<file path="src/rtl/riscv_structures_pkg.sv">
// Shared fetch-path types and constants for the instruction fetch unit.
package riscv_structures;

  typedef struct packed {
    logic [31:0] pc;
    logic [31:0] instr;
  } fetch_pkt_t;

  typedef enum logic [1:0] {
    BOOT = 2'd0,
    RUN  = 2'd1,
    HALT = 2'd2
  } fetch_state_t;

  localparam logic [31:0] INSTR_EBREAK = 32'h0010_0073;

  function automatic logic [31:0] align_word(input logic [31:0] addr);
    return addr & ~32'h3;
  endfunction

endpackage

</file>
<file path="src/rtl/instr_fetch_unit_queue.sv">
// fetch_queue: small synchronous FIFO of fetched {pc, instr} packets; flush beats push/pop.
module fetch_queue
  import riscv_structures::*;
#(
  parameter int DEPTH = 2
) (
  input  logic       clk,
  input  logic       rst,
  input  logic       push,
  input  logic       pop,
  input  logic       flush,
  input  fetch_pkt_t din,
  output logic       full,
  output logic       empty,
  output fetch_pkt_t head
);

  localparam int PW = (DEPTH > 1) ? $clog2(DEPTH) : 1;
  localparam int CW = $clog2(DEPTH + 1);

  fetch_pkt_t     mem [DEPTH];
  logic [PW-1:0]  wr_ptr;
  logic [PW-1:0]  rd_ptr;
  logic [CW-1:0]  count;
  logic           push_ok;
  logic           pop_ok;

  assign full    = (count == CW'(DEPTH));
  assign empty   = (count == '0);
  assign pop_ok  = pop && !empty;
  // A full queue still accepts a push when the head leaves in the same cycle.
  assign push_ok = push && (!full || pop_ok);
  assign head    = mem[rd_ptr];

  always_ff @(posedge clk or posedge rst) begin
    if (rst) begin
      wr_ptr <= '0;
      rd_ptr <= '0;
      count  <= '0;
    end else if (flush) begin
      wr_ptr <= '0;
      rd_ptr <= '0;
      count  <= '0;
    end else begin
      if (push_ok) wr_ptr <= wr_ptr + 1'b1;
      if (pop_ok)  rd_ptr <= rd_ptr + 1'b1;
      unique case ({push_ok, pop_ok})
        2'b10:   count <= count + 1'b1;
        2'b01:   count <= count - 1'b1;
        default: count <= count;
      endcase
    end
  end

  // Payload storage carries no reset; emptiness is tracked by count alone.
  always_ff @(posedge clk) begin
    if (push_ok && !flush) mem[wr_ptr] <= din;
  end

endmodule

</file>
<file path="src/rtl/instr_fetch_unit.sv">
// Instruction fetch unit: PC ownership, imem request, fetch queue, redirect and EBREAK halt.
// Optional trace output enabled by defining IFETCH_TRACE_EN.
module instr_fetch_unit
  import riscv_structures::*;
#(
  parameter logic [31:0] RESET_PC    = 32'h0000_0000,
  parameter int          QUEUE_DEPTH = 2
) (
  input  logic        clk,
  input  logic        rst,
  output logic [31:0] imem_addr,
  input  logic [31:0] imem_rdata,
  input  logic        redirect_valid,
  input  logic [31:0] redirect_pc,
  output logic        out_valid,
  input  logic        out_ready,
  output logic [31:0] out_instr,
  output logic [31:0] out_pc,
  output logic        halted,
  output logic [31:0] fetch_cnt
);

  fetch_state_t state_q;
  fetch_state_t state_d;
  logic [31:0]  pc_q;
  logic [31:0]  fetch_cnt_q;
  logic         q_full;
  logic         q_empty;
  fetch_pkt_t   q_head;
  fetch_pkt_t   q_din;
  logic         pop;
  logic         fetch;

  assign pop   = out_valid && out_ready;
  assign fetch = (state_q == RUN) && (!q_full || pop) && !redirect_valid;
  assign q_din = '{pc: pc_q, instr: imem_rdata};

  fetch_queue #(
    .DEPTH (QUEUE_DEPTH)
  ) u_queue (
    .clk   (clk),
    .rst   (rst),
    .push  (fetch),
    .pop   (pop),
    .flush (redirect_valid),
    .din   (q_din),
    .full  (q_full),
    .empty (q_empty),
    .head  (q_head)
  );

  always_comb begin
    state_d = state_q;
    if (redirect_valid) begin
      state_d = RUN;
    end else begin
      unique case (state_q)
        BOOT:    state_d = RUN;
        RUN:     if (fetch && imem_rdata == INSTR_EBREAK) state_d = HALT;
        HALT:    state_d = HALT;
        default: state_d = BOOT;
      endcase
    end
  end

  always_ff @(posedge clk or posedge rst) begin
    if (rst) begin
      state_q     <= BOOT;
      pc_q        <= RESET_PC;
      fetch_cnt_q <= '0;
    end else begin
      state_q <= state_d;
      if (redirect_valid) begin
        pc_q <= align_word(redirect_pc);
      end else if (fetch) begin
        pc_q        <= pc_q + 32'd4;
        fetch_cnt_q <= fetch_cnt_q + 32'd1;
      end
    end
  end

  // Head fields read as zero while the queue is empty so stale payload never leaks out.
  assign imem_addr = pc_q;
  assign out_valid = !q_empty;
  assign out_instr = q_empty ? 32'h0 : q_head.instr;
  assign out_pc    = q_empty ? 32'h0 : q_head.pc;
  assign halted    = (state_q == HALT);
  assign fetch_cnt = fetch_cnt_q;

`ifdef IFETCH_TRACE_EN
  always @(posedge clk) begin
    if (!rst) begin
      if (fetch)
        $display("%0t ifetch push pc=%h instr=%h", $time, pc_q, imem_rdata);
      if (redirect_valid)
        $display("%0t ifetch redirect pc=%h", $time, align_word(redirect_pc));
      if (state_q == RUN && state_d == HALT)
        $display("%0t ifetch halt pc=%h", $time, pc_q);
    end
  end
`endif

endmodule

</file>
<file path="config.mk">
export PLATFORM = sky130hd
export DESIGN_NAME = instr_fetch_unit
export DESIGN_NICKNAME = d
export VERILOG_FILES = /design/src/rtl/riscv_structures_pkg.sv /design/src/rtl/instr_fetch_unit_queue.sv /design/src/rtl/instr_fetch_unit.sv
export SDC_FILE = /design/constraint.sdc
export NUM_CORES = 1
export LEC_CHECK = 0
export CAP_MARGIN = 10
export CORE_MARGIN = 8
export CORE_UTILIZATION = 38
export CTS_CLUSTER_SIZE = 40
export DETAILED_ROUTE_END_ITERATION = 16
export PLACE_DENSITY = 0.68
export SYNTH_ARGS = -nofsm -noshare
export SYNTH_HDL_FRONTEND = slang
export SYNTH_SLANG_ARGS = --single-unit
</file>
<file path="constraint.sdc">
create_clock -name clk -period 3.9 [get_ports clk]
set_input_delay 0.78 -clock clk [delete_from_list [all_inputs] [get_ports clk]]
set_output_delay 0.78 -clock clk [all_outputs]
set_load 0.01 [all_outputs]
</file>
Word level (Yosys, flattened, before mapping)
Memories as Yosys holds them, arrays and structs flattened.
Cells that the tools add are included.
Word-level totals
  register bits after elaboration: 70
  memory bits (writable): 128
  output and inout bits: 130
  word-level logic and storage cells: 55
  memories kept: 1
Memories
  u_queue.mem: words 2, bits a word 64, read ports 1, clocked after Yosys merged registers in 0, wr ports 1, line instr_fetch_unit_queue.sv:21  | fetch_pkt_t mem [DEPTH];
Cells by class
  add/subtract/negate cells: 6
  equality and inequality tests: 7
  mux-type cells: 15
  bitwise operators: 1
  reduce and logical (&&, ||, !) cells: 19
Operators by type and width (number)
  $mux W32: 4
  $add A32 B1 Y32 const B: 1
  $add A32 B3 Y32 const B: 1
  $eq A32 B21 Y1 const B: 1
  $logic_and A1 B1 Y1: 7
  $eq A2 B2 Y1 const B: 3
  $mux W1: 6
  $mux W2: 3
  $pmux W2 S3: 1
  $reduce_bool A2 Y1: 3
  $eq A2 B1 Y1 const B: 2
  $logic_not A2 Y1: 2
  $pmux W2 S2: 1
  $logic_not A1 Y1: 3
  $ne A3 B2 Y1 const B: 1
  $reduce_bool A3 Y1: 1
  $add A1 B1 Y1 const B: 2
  $add A2 B1 Y2 const B: 1
  $logic_or A1 B1 Y1: 2
  $reduce_and A2 Y1: 1
  $sub A2 B1 Y2 const B: 1
  $not A1 Y1: 1

Longest topological paths before layout
  depth after elaboration: 10
  gate-level depth with buffers: 8
  mapped depth without buffers: 7

Cells and area by module
A second synthesis with hierarchy kept.
Second synthesis, totals
  cells, all modules: 647
  area total of the unflattened synthesis: 8642.0 um2
Modules (own cells, without submodules)
  fetch_queue: times used 1, cells an instance 229, area an instance 4859.7 um2, sequential area each 3943.8 um2
  instr_fetch_unit: times used 1, cells an instance 418, area an instance 3782.4 um2, sequential area each 1601.5 um2

Least setup slack after synthesis
Ideal clock, no wire load.
  path type: input to register
  start: input redirect_valid
  end: memory u_queue.mem[0][0] in the netlist's numbering, enable pin
  setup time: 482 ps
  arrival: 3917 ps
  slack: -499 ps
  stages on the path: 4
  path buffers: 1
  cells stage by stage: clkbuf_1 > nor2b_1 > nand2_1 > nor2_1
Between the ends
  word-level cells in the longest chain between the ends: 6
Ends and longest elaborated chain
  start, declared: line instr_fetch_unit.sv:13  | input logic redirect_valid,
  $logic_not A1 Y1 *: line instr_fetch_unit_queue.sv:57, instr_fetch_unit.sv:35
  $logic_and A1 B1 Y1: line instr_fetch_unit.sv:35  | assign fetch = (state_q == RUN) && (!q_full || pop) && !redirect_valid;
  $logic_and A1 B1 Y1: line instr_fetch_unit_queue.sv:32  | assign push_ok = push && (!full || pop_ok);
  $logic_and A1 B1 Y1 *: line instr_fetch_unit_queue.sv:57  | if (push_ok && !flush) mem[wr_ptr] <= din;
  $mux W1 *: line instr_fetch_unit_queue.sv:57
  $mux W1 (implied by the code) *: line instr_fetch_unit_queue.sv:57
  end, declared: line instr_fetch_unit_queue.sv:21
Mark *: on every way between the ends. The rest lies on a longest branch, timed or not.

Worst setup path after layout
  start: register u_queue.rd_ptr
  end: output out_instr[16]
Between the ends
  word-level cells in the longest chain between the ends: 2
Ends and longest elaborated chain
  start, declared: line instr_fetch_unit_queue.sv:23  | logic [PW-1:0] rd_ptr;
  start signal, assigned: line instr_fetch_unit_queue.sv:46  | if (pop_ok) rd_ptr <= rd_ptr + 1'b1;
  $mem_v2 Z2 W64
  $mux W32: line instr_fetch_unit.sv:85  | assign out_instr = q_empty ? 32'h0 : q_head.instr;
  end, declared: line instr_fetch_unit.sv:17  | output logic [31:0] out_instr,
Every way passes these cells.

==> impl_results.md <==
- Bufs and invs on worst path: 2
- Number of port buffers: between 150 and 200
- Critical Path AT: ~2.4 ns
- Met3 Use GR: 6.04%
- DIE AREA: approximately 26000 µm²
- # IOs: slightly below 200
- First-pass GRT wire length: about 32 mm
- Final Max Tran Viols: 0
- Die Height: ~160 µm
- Crit Reg-Reg Startpoint: imem_addr[6]$_DFFE_PP0N_
- RSZ-0062 raised after global routing: false
- Area growth from synthesis to layout: 34.2%
- Clk pin slew, worst setup/hold paths: roughly 0.070 ns
- Fraction of registers with async set or reset after synthesis: between 30 and 40%
- Vias in the first global route: 5581
- FP Rows: 53
- Worst Tran Pin Value: between 0.8 and 0.9 ns
- Final hold vios: 0
- Skew final: roughly 0.012 ns
- CP max stage delay: about 0.89 ns
- Top cell type by total area after synthesis: edfxtp_1
- Worst-path cell chain: buf_12, mux2i_1, nor2_1, clkdlybuf4s50_1
- Most common cell in the netlist: edfxtp_1
- Worst setup path start: u_queue.rd_ptr$_DFFE_PP0P_
- Post-synthesis sequential area ratio: approximately two thirds
- Max cap viols: 0
- Maximum clock rate: approximately 310 MHz
- Initial DRC Count: 316
- Post-synthesis cell area: 8180 µm²
- R2r setup slk: ~1.3 ns
- Worst Hold Class: reg2reg
- Latest clock arrival within the worst-skew pair: 0.43 ns
- Syn Area/Cell: around 13 µm²
- Htree depth: 4
- Post-route cell area: roughly 11000 µm²
- GR peak layer: met2
- R2R depth: 6
- Clock Path Buffers: 2
- Commonest cells post-synth: 124 x edfxtp_1, 79 x nor2_1, 68 x dfrtp_1
- CTS root buf: clkbuf_16
- CTS tree: built
- Initial antenna violation count: 0
- Diode count: 0
- Per-cell routed wire length: around 18 µm
- Starting Density: 38.8%
- Clk sinks: 192
- Seq cells post-synth: 192
- Tmin final: around 3.2 ns
- Synth top area cells: edfxtp_1 46%, dfrtp_1 21%, mux2i_1 8.0%, nor2_1 3.6%, xnor2_1 3.4%
- Global routing usage on met1: between 10% and 20%
- DP HPWL: around 14 mm
- Total track usage: 15.4%
- Gr ovfl total: 0
- Top-area cell type share of the netlist area: a little under half
- CTS resizes: 0
- Final setup vio count: 0
- DP Area: approximately 10000 µm²
- Vias per cell: 4.95
- Crit-path leading delay family: flip-flops
- Worst setup endpoint: out_instr[16]
- Final wirelength: approximately 20 mm
- Status: finished, final reports clean
- Post-route antenna net violation count: 0
- Most used flip-flop cell after synthesis: edfxtp_1
- Worst slew margin: between 40 and 50%
- Hold_buf cts: 0
- Required time worst endpoint: about 3.1 ns
- Num CTS Buffers: 17
- Crit path launch type: flip-flop
- Final nets: 893
- Max VDD drop: around 0.00034 V
- Die width: 163 µm
- Post-CTS Setup Inserts: 0
- Placer Congestion: around 0.76
- 1st-pass router iterations: 5
- Leakage power: 3.94 nW
- Slowest-stage cell, CP: dfrtp_4
- # DRC: 0
- Post-layout util: a little over half
- Terminus of the critical flop-to-flop path: imem_addr[28]$_DFFE_PP0N_
- Via count: between 5000 and 6000
- Grt met2 use: between 20% and 30%
- Largest net degree at the start of global routing: 63
- Worst Path Max Fanout: 36
- Synth warnings: 0
- Post-synth cell types: 37
- Final period util: around four fifths
- Layout cells sized above 1: around 6.1%
- PD cells: 607 nW/µm²
- Setup tns final: 0 ns
- Worst path depth: 4
- Number of synthesized flops with an enable pin: 124
- WS Path Type: reg2out
- Post-synthesis cell count: around 630
- Std-Cell Core Area: approximately 21000 µm²
- Critical Path Sink Type: output pin
==> layout make-up <==
type	instances	area, µm²
fill	1870	10100
sequential	192	5430
multi-input combinational	402	2600
timing repair buffer	200	2040
clock buffer	18	429
tap	275	344
clock inverter	13	108
inverter	7	26.3
==> sequential cells by signal, indices dropped and copies added, names as in the netlist <==
name and count:
state_q 2, u_queue.count 2, u_queue.wr_ptr 1, fetch_cnt 32, u_queue.mem 124, u_queue.rd_ptr 1
imem_addr 30
==> routing by layer <==
metal	wire [µm]	vias up
li1	-	2637
met5	0	-
met1	8840	2653
met2	9600	179
met3	1720	12
met4	119	0
==> cell families (layout without fill, tap and decap cells) <==
kind of cell	Yosys count	in the layout	synth area share [%]
simple gates	235	235	14.1
flops	192	192	66.4
mux	67	67	8.23
xor+xnor	57	57	6.11
buf+inv	36	238	2.16
compound gates	34	34	2.23
fa+ha+maj	5	5	0.765
other cells	1	4	0.0459
==> through the flow <==
step / setup slack [ns] / hold WS, ns / std cells / power, W
2_1_floorplan: 0.536 / 0.507 / 630 / 0.00396
3_3_place_gp: 0.724 / 0.464 / 1076 / 0.00514
3_5_place_dp: 0.671 / 0.470 / 1076 / 0.00517
4_1_cts: 0.644 / 0.489 / 1107 / 0.00677
5_1_grt: 0.538 / 0.516 / 1107 / 0.00704
6_report: 0.709 / 0.484 / 1107 / 0.00666
==> worst min-delay path by stage <==
| stage | startpoint | end | slack, ns | cells after the start |
|---|---|---|---|---|
| after global placement | fetch_cnt[31]$_DFFE_PP0P_ | fetch_cnt[31]$_DFFE_PP0P_ | 0.46 | 1 |
| after detailed placement | fetch_cnt[31]$_DFFE_PP0P_ | fetch_cnt[31]$_DFFE_PP0P_ | 0.47 | 1 |
| after global routing | fetch_cnt[5]$_DFFE_PP0P_ | fetch_cnt[5]$_DFFE_PP0P_ | 0.52 | 1 |
| after CTS | fetch_cnt[31]$_DFFE_PP0P_ | fetch_cnt[31]$_DFFE_PP0P_ | 0.49 | 1 |
| final | fetch_cnt[31]$_DFFE_PP0P_ | fetch_cnt[31]$_DFFE_PP0P_ | 0.48 | 1 |
| after floorplan | fetch_cnt[31]$_DFFE_PP0P_ | fetch_cnt[31]$_DFFE_PP0P_ | 0.51 | 1 |
==> where the power goes <==
group	internal [W]	switching, W	leakage, nW
clock	0.000824	0.000773	0.245
combinational	0.00109	0.00109	1.68
sequential	0.00262	0.000268	2.02
total	0.00454	0.00213	3.94
==> placed cells by master, fill, tap and decap left out, types with 17 or more instances in the layout <==
| master | instances |
|---|---|
| clkdlybuf4s50_1 | 190 |
| edfxtp_1 | 124 |
| nor2_1 | 77 |
| dfrtp_1 | 67 |
| mux2i_1 | 65 |
| nand2_1 | 57 |
| xnor2_1 | 32 |
| o21ai_0 | 28 |
| nand3_1 | 27 |
| xor2_1 | 25 |
| nand4_1 | 19 |
| clkbuf_16 | 17 |
(Power assumes the default switching activity.)
